==> src/rtl/ula_sequencer.sv <==
// ula_sequencer: round-robin scheduler granting the shared ALU to two masters.
// Registers the ALU inputs, waits LAT edges, then returns result as a pulse.
module ula_sequencer #(
    parameter int DATA_W = 32,
    parameter int OP_W   = 5,
    parameter int LAT    = 1
) (
    input  logic              clock,
    input  logic              reset,
    input  logic [1:0]        req_valid,
    output logic [1:0]        req_ready,
    input  logic [DATA_W-1:0] req0_a,
    input  logic [DATA_W-1:0] req0_b,
    input  logic [OP_W-1:0]   req0_op,
    input  logic [DATA_W-1:0] req1_a,
    input  logic [DATA_W-1:0] req1_b,
    input  logic [OP_W-1:0]   req1_op,
    output logic [1:0]        resp_valid,
    output logic [DATA_W-1:0] resp_data,
    output logic              resp_zero,
    output logic [DATA_W-1:0] alu_a,
    output logic [DATA_W-1:0] alu_b,
    output logic [OP_W-1:0]   alu_op,
    input  logic [DATA_W-1:0] alu_out,
    input  logic              alu_zero,
    output logic              busy
);

    localparam logic [OP_W-1:0] OP_CMP   = OP_W'(5'b00010);
    localparam logic [OP_W-1:0] OP_ZEROS = OP_W'(5'b10000);
    localparam logic [2:0]      CNT_LAT  = 3'(LAT);

    typedef enum logic {
        IDLE,
        EXEC
    } state_t;

    state_t     state;
    logic [2:0] cnt;
    logic       owner;
    logic       last_grant;
    logic       grant;
    logic       accept;

    // On a tie the master that did not win last time gets the ALU.
    always_comb begin
        grant = 1'b0;
        unique case (req_valid)
            2'b01:   grant = 1'b0;
            2'b10:   grant = 1'b1;
            2'b11:   grant = ~last_grant;
            default: grant = 1'b0;
        endcase
    end

    always_comb begin
        req_ready = 2'b00;
        if (state == IDLE && req_valid != 2'b00) begin
            req_ready = grant ? 2'b10 : 2'b01;
        end
    end

    assign accept = |(req_valid & req_ready);
    assign busy   = (state == EXEC);

    always_ff @(posedge clock or posedge reset) begin
        if (reset) begin
            state      <= IDLE;
            cnt        <= 3'd0;
            owner      <= 1'b0;
            last_grant <= 1'b1;
            resp_valid <= 2'b00;
            resp_data  <= '0;
            resp_zero  <= 1'b0;
            alu_a      <= '0;
            alu_b      <= '0;
            alu_op     <= OP_ZEROS;
        end else begin
            resp_valid <= 2'b00;
            unique case (state)
                IDLE: begin
                    if (accept) begin
                        alu_a      <= grant ? req1_a  : req0_a;
                        alu_b      <= grant ? req1_b  : req0_b;
                        alu_op     <= grant ? req1_op : req0_op;
                        owner      <= grant;
                        last_grant <= grant;
                        cnt        <= CNT_LAT;
                        state      <= EXEC;
                    end
                end
                EXEC: begin
                    cnt <= cnt - 3'd1;
                    if (cnt == 3'd1) begin
                        resp_data  <= alu_out;
                        resp_zero  <= (alu_op == OP_CMP) && alu_zero;
                        resp_valid <= owner ? 2'b10 : 2'b01;
                        state      <= IDLE;
                    end
                end
                default: state <= IDLE;
            endcase
        end
    end

endmodule
==> config.mk <==
export PLATFORM = sky130hd
export DESIGN_NAME = ula_sequencer
export DESIGN_NICKNAME = d
export VERILOG_FILES = /design/src/rtl/ula_sequencer.sv
export SDC_FILE = /design/constraint.sdc
export NUM_CORES = 1
export LEC_CHECK = 0
export BUFFER_PORTS_ARGS = -buffer_cell sky130_fd_sc_hd__buf_4
export CAP_MARGIN = 5
export CORE_AREA = 2 2 110 112
export CTS_CLUSTER_SIZE = 28
export DETAILED_ROUTE_END_ITERATION = 8
export DIE_AREA = 0 0 112 114
export GPL_TIMING_DRIVEN = 0
export PLACE_DENSITY = 0.85
export SLEW_MARGIN = 20
export SYNTH_ARGS = -nofsm -noshare
export SYNTH_HDL_FRONTEND = slang
export SYNTH_SLANG_ARGS = --single-unit
==> constraint.sdc <==
create_clock -name clock -period 4.2 [get_ports clock]
set_input_delay 0.84 -clock clock [delete_from_list [all_inputs] [get_ports clock]]
set_output_delay 0.84 -clock clock [all_outputs]
set_load 0.01 [all_outputs]
==> qor.csv <==
metric,value,unit
"top cells by area, synth","dfrtp_1, a221o_1, and2_1, mux2_2, buf_6",
Hold EP,resp_valid[0],
clock-pin slew on the worst setup and hold paths,0.08,ns
worst hold stages,1,
Nets,805,
CP arrival,2.12,ns
"Worst Path Class, Setup",in -> out,
vias in the first global route,4105,
Crit Reg-Reg Endpoint,alu_b[4],
routed vias,4009,
Iter 0 DRT Violations,206,
CTS tree,yes,
Synth Instances,335,
Crit-path slowest cell,a211oi_2,
post-synth top area cell,dfrtp_1,
Yosys cell types,25,
worst slew margin relative to its limit,54.6,%
final hold vios,0,
# rows,40,
R2R setup slack,2.37,ns
Initial Utilization,39.3,%
Final GP Congestion,0.827,
gr usage total,21.2,%
H-tree levels,3,
Worst-Skew Late Latency,0.34,ns
first-pass GRT wire length,21300,µm
"Cell Area, Synth",4600,µm²
capturing element type of the critical path,primary output,
Synth top area share,58.8,%
clock tree sinks,110,
Ys Warns,0,
largest net degree at the start of global routing,62,
post-CTS setup buffers,0,
Residual DRC,0,
"commonest cells after routing, fill and taps aside","buf_4, dfrtp_1, and2_1, a221o_1, mux2_2",
vias per inst,5.14,
"Most Used Layer, Global Route",met2,
hold_buf cts,0,
Lkg Pwr,0.00362,µW
RSZ-0062 raised after global routing,false,
met3 Resource Use GR,4.62,%
Port Buffers,281,
crit-path max cell delay,0.58,ns
pins over their slew limit,0,
antenna violations before repair,0,
outcome,finished clean,
Setup Skew,0.00986,ns
final worst slack,1.24,ns
Die Area,12800,µm²
post-route ant nets,0,
syn avg cell area,13.7,µm²
Slew @ Worst Pin,0.679,ns
Hold/Removal Path Class,reg -> reg,
"Max FO, Critical Path",10,
HPWL after detailed placement,10400,µm
CTS buffer count,9,
M2 GR Usage,37.9,%
Die Ht,114,µm
Hold Slack,0.469,ns
Worst Hold Launch,owner,
core region area,11700,µm²
Sum Neg Setup Slack,0,ns
fmax,0.338,GHz
"commonest non-fill, non-tap cell in the layout",buf_4,
Mapped Nets,512,
"Cell Chain, Critical Path",buf_4 -> a211oi_2 -> buf_2 -> buf_4,
Worst R2R Path Depth,4,
final period utilization,70.5,%
Die X-Extent,112,µm
Max Cap Viol,0,
share of layout cells above drive strength 1,55.9,%
register area share after synthesis,59.9,%
met1 usage,25.6,%
# resized after CTS,0,
clock tree buffer depth,2,
drt pass-1 iters,4,
"most used cell, CP",buf_4,
Root Driver,clkbuf_16,
CP required,3.36,ns
overall routed net length,13800,µm
I/O Pins,282,
GRT overflow,0,
PD cells,705,nW/µm²
WL/cell,17.7,µm
antenna cells,0,
reg-to-reg startpoint,busy,
"Min Clock Period, post-route",2.96,ns
Post-Place Worst Slack,1.16,ns
fin util,61.7,%
crit path launch type,primary input,
Final setup viols,0,
worst ir drop on vdd,0.381,mV
synthesized flop and latch total,110,
Syn-to-layout area delta,57.2,%
kinds of logic (layout without fill, tap and decap cells):
kind of cell             Yosys count  in the layout  share of synthesized area (%)
flip-flops                       110            110                           59.9
adder cells (fa/ha/maj)            2              2                          0.544
AND/OR/NAND/NOR                   79             79                           10.6
buffers and inverters             33            331                           4.33
multiplexers                      32             32                           7.84
AO/OA/AOI/OAI                     79             79                           16.7
report_power, final:
| part | switching [µW] | internal, µW | total [µW] |
|---|---|---|---|
| clock | 376 | 484 | 861 |
| sequential | 290 | 1590 | 1880 |
| combinational | 984 | 1380 | 2360 |
flip-flops by register name, summed over array words and instances (netlist names):
signal / flops
alu_a: 32
alu_b: 32
resp_data: 32
alu_op: 5
cnt: 3
resp_valid: 2
busy: 1
last_grant: 1
owner: 1
resp_zero: 1
synthesized netlist by cell type, drive strengths merged:
cell and instances:
a211oi 1, a21o 2, a21oi 1, a221o 69, and2 69, buf 20, clkbuf 7, dfrtp 108
dfstp 2, ha 2, inv 6, mux2 32, nand2 2, nand3 1, nand3b 2, nor2 2
nor4 1, nor4b 1, o211a 1, o21ai 3, o21bai 1, o31a 1, or4 1
how the worst max path moves through the flow:
| stage | from | endpoint | slack (ns) | cells after the start |
|---|---|---|---|---|
| after floorplan | reset | alu_a[0] | 0.46 | 1 |
| final | req_valid[0] | req_ready[1] | 1.24 | 4 |
| after global routing | req_valid[0] | req_ready[1] | 1.08 | 4 |
| after detailed placement | req_valid[0] | req_ready[1] | 1.16 | 4 |
| after CTS | req_valid[0] | req_ready[1] | 1.16 | 4 |
| after global placement | reset | alu_a[21] | -0.55 | 2 |
per-layer routing:
layer	vias up	wire length [µm]
met1	1942	5360
li1	1837	-
met3	18	1040
met5	-	0
met4	0	257
met2	212	7110
critical path, delay by kind of cell:
kind,cells,cell delay [ns]
buffers and inverters,3,0.71
AOI/OAI and AO/OA,1,0.58
stage by stage:
step           area, µm²  total power (µW)  std cells
3_3_place_gp        6890              4170        763
6_report            7220              5100        780
3_5_place_dp        6920              4270        764
2_1_floorplan       4600              3080        335
4_1_cts             7220              5150        780
5_1_grt             7220              5420        780
cell type report:
cell class                 instances  area (µm²)
multi-input combinational        192        1640
clock inverter                     4        55.1
sequential                       110        2760
inverter                           6        27.5
timing repair buffer             282        2140
buffer                            27         176
clock buffer                      12         246
tap                              147         184
fill                             927        4490
Note: power is estimated with default switching activity, not from simulation.
